$ cat src/rtl/pipe_ctrl_unit_pkg.sv
// rtl/pipe_ctrl_unit_pkg.sv - shared exception codes, vector offsets and FSM state type
package pipe_ctrl_unit_pkg;

  localparam logic [31:0] EXC_INT  = 32'h0000_0001;
  localparam logic [31:0] EXC_SYS  = 32'h0000_0008;
  localparam logic [31:0] EXC_INV  = 32'h0000_000a;
  localparam logic [31:0] EXC_OV   = 32'h0000_000c;
  localparam logic [31:0] EXC_TRAP = 32'h0000_000d;
  localparam logic [31:0] EXC_ERET = 32'h0000_000e;

  localparam logic [31:0] VEC_INT_OFF = 32'h0000_0020;
  localparam logic [31:0] VEC_EXC_OFF = 32'h0000_0040;

  localparam logic STOP       = 1'b1;
  localparam logic NO_STOP    = 1'b0;
  localparam logic RST_ENABLE = 1'b0;

  typedef enum logic {
    ST_IDLE = 1'b0,
    ST_HOLD = 1'b1
  } state_e;

endpackage

$ cat src/rtl/pipe_ctrl_unit_stall_mask_gen.sv
// rtl/pipe_ctrl_unit_stall_mask_gen.sv - merges stall requests into a per-stage stall mask
module stall_mask_gen
  import pipe_ctrl_unit_pkg::*;
#(
  parameter int                  NSTAGE    = 6,
  parameter int                  NSRC      = 4,
  parameter logic [3*NSRC-1:0]   SRC_STAGE = {3'd4, 3'd3, 3'd2, 3'd1}
) (
  input  logic [NSRC-1:0]   stallreq_i,
  output logic [NSTAGE-1:0] stall_mask_o
);

  // A source stalls its own stage and everything upstream; out-of-range stages clamp to the last.
  function automatic int stage_of(input int src);
    int stg;
    stg = int'(SRC_STAGE[3*src +: 3]);
    if (stg >= NSTAGE) stg = NSTAGE - 1;
    return stg;
  endfunction

  always_comb begin
    stall_mask_o = '0;
    for (int i = 0; i < NSRC; i++) begin
      if (stallreq_i[i] == STOP) begin
        for (int j = 0; j < NSTAGE; j++) begin
          if (j <= stage_of(i)) stall_mask_o[j] = STOP;
        end
      end
    end
  end

endmodule

$ cat src/rtl/pipe_ctrl_unit.sv
// rtl/pipe_ctrl_unit.sv - pipeline stall/flush control with exception redirect, watchdog and stall counter
module pipe_ctrl_unit
  import pipe_ctrl_unit_pkg::*;
#(
  parameter int                NSTAGE       = 6,
  parameter int                NSRC         = 4,
  parameter logic [3*NSRC-1:0] SRC_STAGE    = {3'd4, 3'd3, 3'd2, 3'd1},
  parameter int                DW           = 32,
  parameter logic [DW-1:0]     EXC_BASE     = '0,
  parameter int                FLUSH_CYCLES = 1,
  parameter int                WD_LIMIT     = 255
) (
  input  logic              clk,
  input  logic              rst_n,
  input  logic [NSRC-1:0]   stallreq_i,
  input  logic [31:0]       excepttype_i,
  input  logic [DW-1:0]     cp0_epc_i,
  output logic [NSTAGE-1:0] stall_o,
  output logic              flush_o,
  output logic [DW-1:0]     new_pc_o,
  output logic              busy_o,
  output logic              stall_timeout_o,
  output logic [31:0]       stall_cycles_o,
  output logic              bad_exc_o
);

  localparam int HCW = (FLUSH_CYCLES > 1) ? $clog2(FLUSH_CYCLES) : 1;
  localparam int WCW = $clog2(WD_LIMIT + 1);

  state_e             state_q, state_d;
  logic [HCW-1:0]     hold_q, hold_d;
  logic [WCW-1:0]     wd_q, wd_d;
  logic               timeout_q, timeout_d;
  logic [31:0]        cyc_q, cyc_d;
  logic [DW-1:0]      pc_q, pc_d;
  logic [NSTAGE-1:0]  mask;
  logic [DW-1:0]      target;
  logic               known;
  logic               stall_any;

  stall_mask_gen #(
    .NSTAGE   (NSTAGE),
    .NSRC     (NSRC),
    .SRC_STAGE(SRC_STAGE)
  ) u_mask (
    .stallreq_i  (stallreq_i),
    .stall_mask_o(mask)
  );

  always_comb begin
    known  = 1'b1;
    target = EXC_BASE + DW'(VEC_EXC_OFF);
    case (excepttype_i)
      EXC_INT:                            target = EXC_BASE + DW'(VEC_INT_OFF);
      EXC_SYS, EXC_INV, EXC_OV, EXC_TRAP: target = EXC_BASE + DW'(VEC_EXC_OFF);
      EXC_ERET:                           target = cp0_epc_i;
      default:                            known  = 1'b0;
    endcase
  end

  // Exceptions and HOLD override stalls; reset forces every combinational output low.
  always_comb begin
    state_d   = state_q;
    hold_d    = hold_q;
    pc_d      = pc_q;
    stall_o   = '0;
    flush_o   = 1'b0;
    new_pc_o  = '0;
    busy_o    = 1'b0;
    bad_exc_o = 1'b0;
    if (rst_n != RST_ENABLE) begin
      case (state_q)
        ST_IDLE: begin
          if (excepttype_i != '0) begin
            flush_o   = 1'b1;
            new_pc_o  = target;
            bad_exc_o = ~known;
            pc_d      = target;
            if (FLUSH_CYCLES > 1) begin
              state_d = ST_HOLD;
              hold_d  = HCW'(FLUSH_CYCLES - 1);
            end
          end else begin
            stall_o = mask;
          end
        end
        ST_HOLD: begin
          flush_o  = 1'b1;
          new_pc_o = pc_q;
          busy_o   = 1'b1;
          hold_d   = hold_q - 1'b1;
          if (hold_q <= HCW'(1)) state_d = ST_IDLE;
        end
        default: state_d = ST_IDLE;
      endcase
    end
  end

  // Flush forces stall_o to zero, so the watchdog also clears during a flush.
  always_comb begin
    stall_any = |stall_o;
    if (!stall_any)                 wd_d = '0;
    else if (wd_q != WCW'(WD_LIMIT)) wd_d = wd_q + 1'b1;
    else                            wd_d = wd_q;
    timeout_d = timeout_q | (wd_d == WCW'(WD_LIMIT));
    cyc_d     = cyc_q + {31'b0, stall_any};
  end

  always_ff @(posedge clk) begin
    if (rst_n == RST_ENABLE) begin
      state_q   <= ST_IDLE;
      hold_q    <= '0;
      wd_q      <= '0;
      timeout_q <= 1'b0;
      cyc_q     <= '0;
      pc_q      <= '0;
    end else begin
      state_q   <= state_d;
      hold_q    <= hold_d;
      wd_q      <= wd_d;
      timeout_q <= timeout_d;
      cyc_q     <= cyc_d;
      pc_q      <= pc_d;
    end
  end

  assign stall_timeout_o = timeout_q;
  assign stall_cycles_o  = cyc_q;

endmodule

$ cat config.mk
export PLATFORM = sky130hd
export DESIGN_NAME = pipe_ctrl_unit
export DESIGN_NICKNAME = d
export VERILOG_FILES = /design/src/rtl/pipe_ctrl_unit_pkg.sv /design/src/rtl/pipe_ctrl_unit_stall_mask_gen.sv /design/src/rtl/pipe_ctrl_unit.sv
export SDC_FILE = /design/constraint.sdc
export NUM_CORES = 1
export LEC_CHECK = 0
export CAP_MARGIN = 40
export CELL_PAD_IN_SITES_DETAIL_PLACEMENT = 1
export CELL_PAD_IN_SITES_GLOBAL_PLACEMENT = 2
export CORE_ASPECT_RATIO = 0.9
export CORE_UTILIZATION = 17
export DETAILED_ROUTE_END_ITERATION = 12
export GPL_ROUTABILITY_DRIVEN = 0
export PLACE_DENSITY_LB_ADDON = 0.1
export SLEW_MARGIN = 25
export SYNTH_ARGS = -nofsm -noshare
export SYNTH_HDL_FRONTEND = slang
export SYNTH_HIERARCHICAL = 1
export SYNTH_SLANG_ARGS = --single-unit
$ cat constraint.sdc
create_clock -name clk -period 3.1 [get_ports clk]
set_clock_uncertainty 0.05 [all_clocks]
set_input_delay 0.31 -clock clk [delete_from_list [all_inputs] [get_ports clk]]
set_output_delay 0.31 -clock clk [all_outputs]
set_load 0.05 [all_outputs]
# Word level (Yosys, flattened, before mapping)
# Index checks and enable logic that the tools add are counted.
# Widths: inputs -> output; s select.
[classes] add_sub_neg=3 multipliers=0 div_mod_pow=0 order_cmp=1 eq_ne=8 n_shift=0 mux=23 bitwise_logic=3 n_reduce_logical=5
[op_table] op="$eq 32x4->1 const B" count=5
[op_table] op="$pmux 32 s2" count=2
[op_table] op="$mux 32" count=2
[op_table] op="$add 32x1->32" count=1
[op_table] op="$eq 32x1->1 const B" count=1
[op_table] op="$reduce_bool 32->1" count=1
[op_table] op="$mux 5" count=4
[op_table] op="$mux 8" count=2
[op_table] op="$reduce_or 6->1" count=2
[op_table] op="$mux 1" count=9
[op_table] op="$add 8x1->8 const B" count=1
[op_table] op="$eq 8x8->1 const B" count=1
[op_table] op="$ne 8x8->1 const B" count=1
[op_table] op="$mux 4" count=1
[op_table] op="$reduce_and 2->1" count=2
[op_table] op="$mux 3" count=1
[op_table] op="$mux 2" count=1
[op_table] op="$not 1->1" count=2
[op_table] op="$pmux 1 s2" count=1
[op_table] op="$le 1x1->1 const B" count=1
[op_table] op="$or 1x1->1" count=1
[op_table] op="$sub 1x1->1 const B" count=1
[totals] ff_bits=75 latch_bits=0 mem_bits_rw=0 mem_bits_ro=0 input_bits=70 mem_count=0

# Logic depth before layout (Yosys ltp)
# Gate-level depths: netlist of run 1.
[logic_depth] word_depth=11 ltp_mapped=13 ltp_nobuf=12

# Hierarchy
# Netlist of run 1, hierarchy kept.
[by_module_without_submodules] mod="pipe_ctrl_unit" n_inst=1 cells_per_inst=297 area_each_um2=2317.2 seq_area_each_um2=820.8
[by_module_without_submodules] mod="stall_mask_gen" n_inst=1 cells_per_inst=7 area_each_um2=46.3 seq_area_each_um2=0.0

# Least setup slack after synthesis of run 1
# OpenSTA, ideal clock, no wires.
[synth_path] kind="input -> register" from="input excepttype_i[6]" to="register cyc_q[31] (netlist: stall_cycles_o[31])" setup_time_ns=0.070 arrival_ns=2.981 slack_ns=-0.002 cell_stages=12 path_buffers=1 cell_sequence="nor4_1 > nand4_1 > nor2_1 > nand4_1 > inv_1 > ha_1 > and2_1 > nand3_2 > or4_1 > buf_2 > or4_1 > a21oi_1"
[synth_via] elab_chain_cells=6
[synth_rtl] element="start: declaration" line_no="pipe_ctrl_unit.sv:16" text="input logic [31:0] excepttype_i,"
[synth_rtl] element="$reduce_bool 32->1" line_no="pipe_ctrl_unit.sv:74" text="if (excepttype_i != '0) begin"
[synth_rtl] element="$mux 5" line_no="pipe_ctrl_unit.sv:74"
[synth_rtl] element="$mux 5" line_no="pipe_ctrl_unit.sv:72" text="case (state_q)"
[synth_rtl] element="$mux 5" line_no="pipe_ctrl_unit.sv:71" text="if (rst_n != RST_ENABLE) begin"
[synth_rtl] element="$reduce_or 6->1" line_no="pipe_ctrl_unit.sv:101" text="stall_any = |stall_o;"
[synth_rtl] element="$add 32x1->32" line_no="pipe_ctrl_unit.sv:106" text="cyc_d = cyc_q + {31'b0, stall_any};"
[synth_rtl] element="end signal: assignment" line_no="pipe_ctrl_unit.sv:122" text="cyc_q <= cyc_d;"
[synth_rtl] element="end: declaration" line_no="pipe_ctrl_unit.sv:34" text="logic [31:0] cyc_q, cyc_d;"
# No other way between the ends.
# A chain may end at the register's enable or synchronous reset.

# Final worst setup path of run 1
[layout_path] from="input excepttype_i[28]" to="register cyc_q[31] (netlist: stall_cycles_o[31])"
# Same word-level chain as after synthesis.

==> impl_results.md, run 1 <==
- Outcome: completed
- CTS tree: yes
- Total track usage: between 10% and 20%
- Largest net degree at the start of global routing: 31
- Starting Density: between 15 and 20%
- Synth cell types: 39
- R2R depth: 5
- Vias in the first global route: approximately 2700
- Max-slew violations: 0
- Drt via density: ~4.3
- Syn_area_per_cell: 7.775 um^2
- Initial antenna violation count: 0
- CP Capture Type: register
- Main synth FF type: dfxtp_1
- Maximum clock rate: ~340 MHz
- Peak supply drop: 164.8 uV
- Crit Path Max Fanout: 6
- Clk buf depth: 2
- WS Path Type: in -> reg
- Final setup TNS: 0 ps
- GRT overflow: 0
- WHS: ~410 ps
- Mapped Area: 2364 um^2
- Leakage power: around 0.0018 uW
- Seq cells post-synth: a little over 40
- Number of H-tree levels: 2
- Die area: around 14000 um^2
- Post-Syn Instances: approximately 300
- CP Data Required Time: around 3300 ps
- Hold-fix buffers at CTS: 0
- DR iter-0 viols: 70
- Post-synth EDFFs: 0
- Total number of vias: about 2700
- Boundary Pins: between 100 and 150
- Commonest non-fill, non-tap cells in the layout: clkdlybuf4s50_1 (102), dfxtp_1 (41), buf_12 (40)
- Startpoint Class: primary input
- TritonRoute pass-1 iters: 3
- FP Rows: 40
- PortBufs: ~140
- Hold WC Path Type: reg -> reg
- Detail Route Antenna Nets: 0
- Power per cell area: roughly 260 nW/um^2
- Max cap viols: 0
- Sink Count: around 40
- Setup-failing EPs final: 0
- Final Hold Fails: 0
- ANT cells: 0
- Global-route wire length before repair: 14.50 mm
- Tightest Pin Transition: around 1100 ps
- Final cycle utilization of the critical path: 96.25%
- Synth warn: 6
- DR WL/cell: approximately 15 um
- DRC: 0
- Num CTS Buffers: 5
- Leading cell type in the layout, fill and taps excluded: clkdlybuf4s50_1
- Core ar.: roughly 13000 um^2
- Total wire length: around 9.3 mm
- Die Span X: approximately 130 um
- Slew HR: between 20% and 30%
- Hold depth: 2
- Post-synth ARST share: 0%
- Worst skew pair latency: 290 ps
- Final nets: ~540
- RSZ-0062 raised after global routing: yes
- Ratio of cells with drive above 1 in the final layout: between 10% and 20%
- Root Driver: clkbuf_16
- Final min period: 2984 ps
- Syn Nets: between 300 and 400
- Chip height: 113.9 um
- Dpl hpwl: between 7 and 8 mm
- Sequential element share of the synthesized area: 34.73%
- Reg clk slew, reported paths: 60 ps
- Worst EP arrival: between 3000 and 4000 ps
- Area grow syn2layout: 99.42%
-- sequential cells by signal (all words and copies together) (netlist names) --
register,cells
stall_cycles_o,32
wd_q,8
stall_timeout_o,1
-- worst max-delay path: stages --
cell and delay, ps:
clkdlybuf4s50_1 420, nor4_2 320, nand3_1 170, nor2_2 150, nand4_1 140, inv_1 80, ha_1 160, and2_4 150
nand3_2 80, or4_4 600, or4_1 410, a21oi_1 140
-- cell usage after synthesis, types with 3 or more instances --
| master | number | area share, % |
|---|---|---|
| dfxtp_1 | 41 | 35 |
| nor2_1 | 37 | 5.9 |
| and2_1 | 35 | 9.3 |
| nand2_1 | 18 | 2.9 |
| inv_1 | 16 | 2.5 |
| a21oi_1 | 15 | 3.2 |
| nand3_1 | 15 | 3.2 |
| nor4_1 | 15 | 4.0 |
| xor2_1 | 14 | 5.2 |
| nand4_1 | 11 | 2.9 |
| xnor2_1 | 11 | 4.1 |
| o21ai_0 | 10 | 2.1 |
| or3_1 | 10 | 2.6 |
| clkbuf_1 | 7 | 1.1 |
| nor3_1 | 5 | 1.1 |
| and3_1 | 4 | 1.1 |
| buf_4 | 4 | 1.3 |
| or4_1 | 4 | 1.3 |
| ha_1 | 3 | 1.6 |
| mux2i_1 | 3 | 1.3 |
| o31ai_1 | 3 | 0.95 |
-- timing repair --
action                                  in CTS  in global routing
endpoints found under the setup margin       4                  8
buffers inserted                             0                  1
pin swaps                                    0                  7
resized for setup                            3                  7
-- path summary, 6_finish.rpt --
check / start / slack [ps] / endpoint
worst min-delay path: stall_timeout_o / 410 / stall_timeout_o
worst max-delay path: excepttype_i[28] / 120 / stall_cycles_o[31]
worst min register to register: stall_timeout_o / 410 / stall_timeout_o
worst max register to register: stall_cycles_o[7] / 880 / stall_cycles_o[31]
-- metrics by stage --
stage / utilization, % / std cells / setup WS [ps] / power, uW / cell area, um^2
4_1_cts: 34.70 / 631 / 25.75 / 1251 / 4672
6_report: 35.01 / 632 / 116.3 / 1225 / 4713
3_5_place_dp: 33.41 / 623 / -366.1 / 680.1 / 4498
5_1_grt: 35.01 / 632 / -33.68 / 1271 / 4713
3_3_place_gp: 33.41 / 623 / -329.9 / 678.4 / 4498
2_1_floorplan: - / 304 / 62.52 / 569.2 / 2366
-- routing by layer --
metal,global-route usage (%),wire [um]
met5,0,0
met3,6.426,979
met1,15.29,3794
met2,21.66,4380
met4,3.936,138
-- logic make-up (layout without fill, tap and decap cells) --
family,Yosys count,count (layout),share of synthesized area [%]
buf+inv,29,189,5.294
other cells,2,2,0.3177
fa+ha+maj,3,3,1.588
mux,3,3,1.271
compound gates,36,36,8.788
flops,41,41,34.73
xor+xnor,25,25,9.264
simple gates,165,165,38.75
-- final cells by class --
class / count / area (um^2)
multi-input combinational: 234 / 1470
clock inverter: 1 / 5.005
inverter: 16 / 60.06
clock buffer: 7 / 152.6
timing repair buffer: 165 / 1994
fill: 1559 / 8750
tap: 168 / 210.2
sequential: 41 / 820.8
-- report_power, final --
part	internal (uW)	switching [uW]	leakage [uW]
Clock	341	214	0.0000799
Combinational	96.5	46.7	0.00136
Sequential	527	0.0000000119	0.000330
No activity file was read; power rests on OpenSTA's default activity.
==> inputs of run 2 (changes only) <==
CTS_BUF_LIST = sky130_fd_sc_hd__clkbuf_16   (was default)
CTS_CLUSTER_SIZE = 12   (was default)
clock period = 2.5 ns   (was 3.1 ns; I/O delays follow)
==> impl_results.md, run 2 (synthesis gave the netlist of run 1 again) <==
- Total wire length: 9.640 mm (+3.7%)
- Final worst setup slack: -48.11 ps (-164.4 ps)
- Global-route wire length before repair: 15.65 mm (+8.0%)
- Sink Count: 41 (unchanged)
- Final min period: about 2500 ps
- Register-to-register path setup slack: 330 ps (-550 ps)
- Dpl hpwl: 7.958 mm (+2.1%)
- DRC: 0 (unchanged)
- Total number of vias: 2852 (+4.5%)
- Tightest Pin Transition: 955.6 ps (-154.8 ps)
- ANT cells: 0 (unchanged)
- Number of H-tree levels: 2 (unchanged)
- Max-slew violations: 0 (unchanged)
- Maximum clock rate: ~400 MHz
- Slew HR: 36.06% (+10 points)
- Die Span X: 126.3 um (unchanged)
- Crit Path Max Fanout: 2 (-4)
- CP Data Required Time: 2200 ps (-1070 ps)
- Max cap viols: 0 (unchanged)
- TritonRoute pass-1 iters: 4 (+1)
- Starting Density: 17.56% (unchanged)
- Detail Route Antenna Nets: 0 (unchanged)
- Final cell count without fillers: 654 (+3.5%)
- Crit-path cells: buf_6, nor4_4, nand4_1, buf_4, buf_4, buf_4, buf_4, buf_4, buf_4, nor4_1, buf_4, buf_12
- Vias in the first global route: 3060 (+12%)
- Initial antenna violation count: 0 (unchanged)
- Final cycle utilization of the critical path: 101.9%
- Ratio of cells with drive above 1 in the final layout: 30.86% (+12 points)
- Startpoint Class: primary input
- DR iter-0 viols: 58 (-17%)
- Worst skew pair latency: 290 ps (about the same)
- FP Rows: 40 (unchanged)
- Power per cell area: 318.1 nW/um^2 (+22%)
- PortBufs: 141 (unchanged)
- R2R depth: 6 (+1)
- Num CTS Buffers: 5 (unchanged)
- Die area: 14380 um^2 (unchanged)
- CP max stage cell: nor4_1
- GRT overflow: 0 (unchanged)
- RSZ-0062 raised after global routing: yes
- WHS Endpoint: stall_timeout_o
- Placed cells: 633 (+1.6%)
- DR WL/cell: 14.74 um (+0.26%)
- Boundary Pins: 144 (unchanged)
- Total track usage: 13.92% (+0.67 points)
- Max FFs per register: 32 (unchanged)
- Leakage power: 0.001908 uW (+7.9%)
- Hold depth: 2 (unchanged)
- Clk buf depth: 2 (unchanged)
- Reg2reg start: stall_cycles_o[12]
- Area grow syn2layout: 110.1%
- Failing checks: setup timing
- CP Capture Type: output port
- CTS tree: yes
- Root Driver: clkbuf_16
- Final nets: 558 (+4.1%)
- CP peak stage delay: 320 ps (-280 ps)
- Peak supply drop: 280.8 uV (+70%)
- Leading cell type in the layout, fill and taps excluded: clkdlybuf4s50_1
- Chip height: 113.9 um (unchanged)
- Largest net degree at the start of global routing: 31 (unchanged)
- Final Hold Fails: 0 (unchanged)
- Reg clk slew, reported paths: 60 ps (about the same)
- Min-Delay Startpoint: stall_timeout_o
- Core ar.: 13460 um^2 (unchanged)
- Setup-failing EPs final: 2 (+2)
- Drt via density: 4.361 (+1.0%)
- Worst EP arrival: 2250 ps (-900 ps)
- Hold WC Path Type: reg -> reg
- Total chip power: 1580 uW (+29%)
- Reg-to-reg endpoint: stall_cycles_o[29]
- Fill count: 1539 (-1.3%)
- Commonest non-fill, non-tap cells in the layout: clkdlybuf4s50_1 (68), buf_4 (43), dfxtp_1 (41)
- WS Path Type: in -> out
- Most used cell, CP: buf_4
- Outcome: finished with violations
-- run 2: cell count changes in the layout (fill, tap and decap cells not counted), moves of 6 or more --
cell,change
dlygate4sd2_1,+7
clkbuf_2,+8
buf_2,+8
buf_4,+20
clkdlybuf4s50_1,-34
clkdlybuf4s15_1,+6
buf_6,+6
-- run 2: layer usage --
metal	up-vias	GRT usage (%)	share of wire, %
li1	1408	-	-
met1	1332	14.49	37
met2	107	25.27	51
met3	5	6.285	10
met4	0	3.855	0.96
met5	-	0	0
-- run 2: metrics by stage --
| step | setup WS [ps] | TNS (ps) | utilization, % | cell area (um^2) | hold WS [ps] |
|---|---|---|---|---|---|
| global placement | -704.2 | -14670 | 34.72 | 4674 | 409.7 |
| detailed placement | -754.5 | -16170 | 34.72 | 4674 | 415.4 |
| floorplan | -406.6 | -2382 | - | 2474 | 444.3 |
| CTS | -121.5 | -346.8 | 36.75 | 4947 | 431.4 |
| finish | -48.11 | -87.60 | 36.89 | 4966 | 419.2 |
| global route | -179.4 | -1068 | 36.89 | 4966 | 445.1 |
-- run 2: how the worst max path moves through the flow --
stage / from / endpoint / slack [ps] / depth (start not counted)
final: excepttype_i[17] / new_pc_o[5] / -50 / 12
after detailed placement: excepttype_i[14] / stall_cycles_o[28] / -750 / 12
after global routing: excepttype_i[17] / stall_cycles_o[29] / -180 / 13
after CTS: excepttype_i[24] / stall_cycles_o[31] / -120 / 12
after global placement: excepttype_i[4] / stall_cycles_o[31] / -700 / 12
after floorplan: excepttype_i[6] / stall_cycles_o[31] / -410 / 12
-- run 2: timing repair --
action,CTS,global route
hold buffers,0,0
setup endpoints to repair,57,16
gates cloned,0,0
pin swaps,21,20
buffers inserted,12,2
resized for setup,99,23
-- run 2: layout make-up --
type                            count  area, um^2  area share, %
Tap cell                          168       210.2          4.233
Timing Repair Buffer              187        2085          41.98
Clock inverter                      3       46.29         0.9322
Multi-Input combinational cell    234        1619          32.60
Sequential cell                    41       820.8          16.53
Clock buffer                        5       125.1          2.520
Inverter                           16       60.06          1.209
-- run 2: power by group --
group	total, uW	internal, uW	switching (uW)
combinational	176	108	67.5
clock	751	473	278
sequential	653	653	0.0000000180
total	1580	1230	346
-- run 2: critical path: cells and delay by family --
kind                   cells  cell delay [ps]
AND/OR/NAND/NOR            3              810
buffers and inverters      9             1190
==> inputs of run 3 (changes only) <==
CORE_ASPECT_RATIO = 0.7   (was 0.9)
CORE_UTILIZATION = 29   (was 17)
DONT_BUFFER_PORTS = 1   (was default)
==> impl_results.md, run 3 (synthesis gave the netlist of run 1 again) <==
- Outcome: completed
- Max-slew violations: 0 (unchanged)
- Vias in the first global route: 2567 (-16%)
- Total wire length: 8.028 mm (-17%)
- Leakage power: 0.001450 uW (-24%)
- Largest delay contributor family on the critical path: simple AND/OR/NAND/NOR gates
- Dpl hpwl: 6.754 mm (-15%)
- Placed cells: 474 (-25%)
- RSZ-0062 raised after global routing: yes
- Reg clk slew, reported paths: 60 ps (about the same)
- Maximum clock rate: 412.1 MHz (+5.0%)
- GRT overflow: 0 (unchanged)
- Total track usage: 19.59% (+5.7 points)
- PortBufs: 0 (-100%)
- Crit-path cells: nor4_4, nand4_1, nor2_4, nand4_1, inv_2, ha_4, and2_4, nand3_4, or4_4, or4_1, a21oi_1
- Detail Route Antenna Nets: 0 (unchanged)
- FP Rows: 27 (-33%)
- Largest net degree at the start of global routing: 31 (unchanged)
- Initial antenna violation count: 0 (unchanged)
- Die Span X: 109.9 um (-13%)
- Area grow syn2layout: 56.17%
- Die area: 8521 um^2 (-41%)
- Startpoint Class: primary input
- TritonRoute pass-1 iters: 4 (unchanged)
- Crit Path Max Fanout: 7 (+5)
- CP peak stage delay: 530 ps (+210 ps)
- Most used cell, CP: nand4_1
- Final min period: 2426 ps (-121.6 ps)
- Postcts setup bufs: 0 (-12)
- ANT cells: 0 (unchanged)
- Total number of vias: 2455 (-14%)
- Fill count: 926 (-40%)
- Storage cell area: 820.8 um^2 (unchanged)
- Final Util: 46.89% (+10 points)
- Root Driver: clkbuf_16
- Drt via density: 5.104 (+17%)
- DR WL/cell: 16.69 um (+13%)
- Max cap viols: 0 (unchanged)
- Worst skew pair latency: 280 ps (about the same)
- Starting Density: 30.03% (+12 points)
- Peak supply drop: 380.5 uV (+36%)
- CP max stage cell: or4_4
- Register-to-register path setup slack: 270 ps (-60 ps)
- Chip height: 77.53 um (-32%)
- Power per cell area: 350.8 nW/um^2 (+10%)
- Global-route wire length before repair: 12.99 mm (-17%)
- Core ar.: 7871 um^2 (-42%)
- Final Hold Fails: 0 (unchanged)
- Num CTS Buffers: 5 (unchanged)
- Boundary Pins: 144 (unchanged)
- Sink Count: 41 (unchanged)
- Ratio of cells with drive above 1 in the final layout: 28.95% (-1.9 points)
- Number of H-tree levels: 2 (unchanged)
- CTS tree: yes
- Setup-failing EPs final: 0 (-2)
- CP Capture Type: register
- Hold-fix buffers at CTS: 0 (unchanged)
- Worst EP arrival: 2590 ps (+340 ps)
- DRC: 0 (unchanged)
- DR iter-0 viols: 95 (+64%)
- Final cell count without fillers: 481 (-26%)
- Hold WC Path Type: in -> reg
- WS Path Type: in -> reg
- Area of the multi-input gates: 1560 um^2 (-3.6%)
- Buf/Inv on CP: 1 (-8)
- Final cycle utilization of the critical path: 97.06% (-4.9 points)
- Slew HR: 39.23% (+3.2 points)
- Commonest non-fill, non-tap cells in the layout: buf_4 (52), dfxtp_1 (41), nor2_1 (36)
- Clk buf depth: 2 (unchanged)
- Final nets: 453 (-19%)
- Tightest Pin Transition: 908.3 ps (-47.34 ps)
- Max FFs per register: 32 (unchanged)
- Total chip power: 1295 uW (-18%)
- Leading cell type in the layout, fill and taps excluded: buf_4
- CP Data Required Time: 2660 ps (+460 ps)
[run 3: cell count changes in the layout (fill, tap and decap cells not counted), moves of 7 or more]
cell,before,now
clkdlybuf4s50_1,68,0
buf_2,8,0
buf_12,40,30
dlygate4sd2_1,7,0
buf_4,43,52
clkbuf_2,8,0
[run 3: through the flow]
step | setup TNS (ps) | instance area, um^2 | hold WS, ps | setup WS, ps
2_1_floorplan | -2382 | 2474 | 444.3 | -406.6
6_report | 0 | 3691 | 27.21 | 73.52
5_1_grt | -69.47 | 3691 | 38.18 | -69.47
4_1_cts | 0 | 3659 | 21.80 | 8.168
3_3_place_gp | -1237 | 3526 | 316.7 | -206.3
3_5_place_dp | -2285 | 3526 | 316.7 | -296.5
[run 3: final timing paths]
check,from,end,cells past startpoint
max,excepttype_i[6],stall_cycles_o[31],11
min,rst_n,stall_timeout_o,2
max reg2reg,wd_q[0],stall_timeout_o,6
min reg2reg,wd_q[6],wd_q[6],1
[run 3: final cells by class]
class	instances	share of cell area, %
clock buffer	5	3.390
clock inverter	2	0.2034
inverter	16	1.627
multi-input combinational	234	42.27
sequential	41	22.24
tap	101	3.424
timing repair buffer	82	26.85
[run 3: routing by layer]
layer	share of wire, %	global-route usage, %	vias up
li1	-	-	1203
met1	42	23.48	1164
met2	50	34.44	81
met3	6.7	5.126	7
met4	0.86	4.667	0
met5	0	0	-
[run 3: timing repair]
item | in CTS | in global routing
endpoints found under the setup margin | 1 | 6
pin swaps | 2 | 0
resized for setup | 0 | 6
[run 3: report_power, final]
part           switching (uW)  internal (uW)  leakage [uW]
registers        0.0000000178            653      0.000330
clock network             239            357     0.0000685
logic                    30.9           15.4       0.00105
total                     269           1030       0.00145
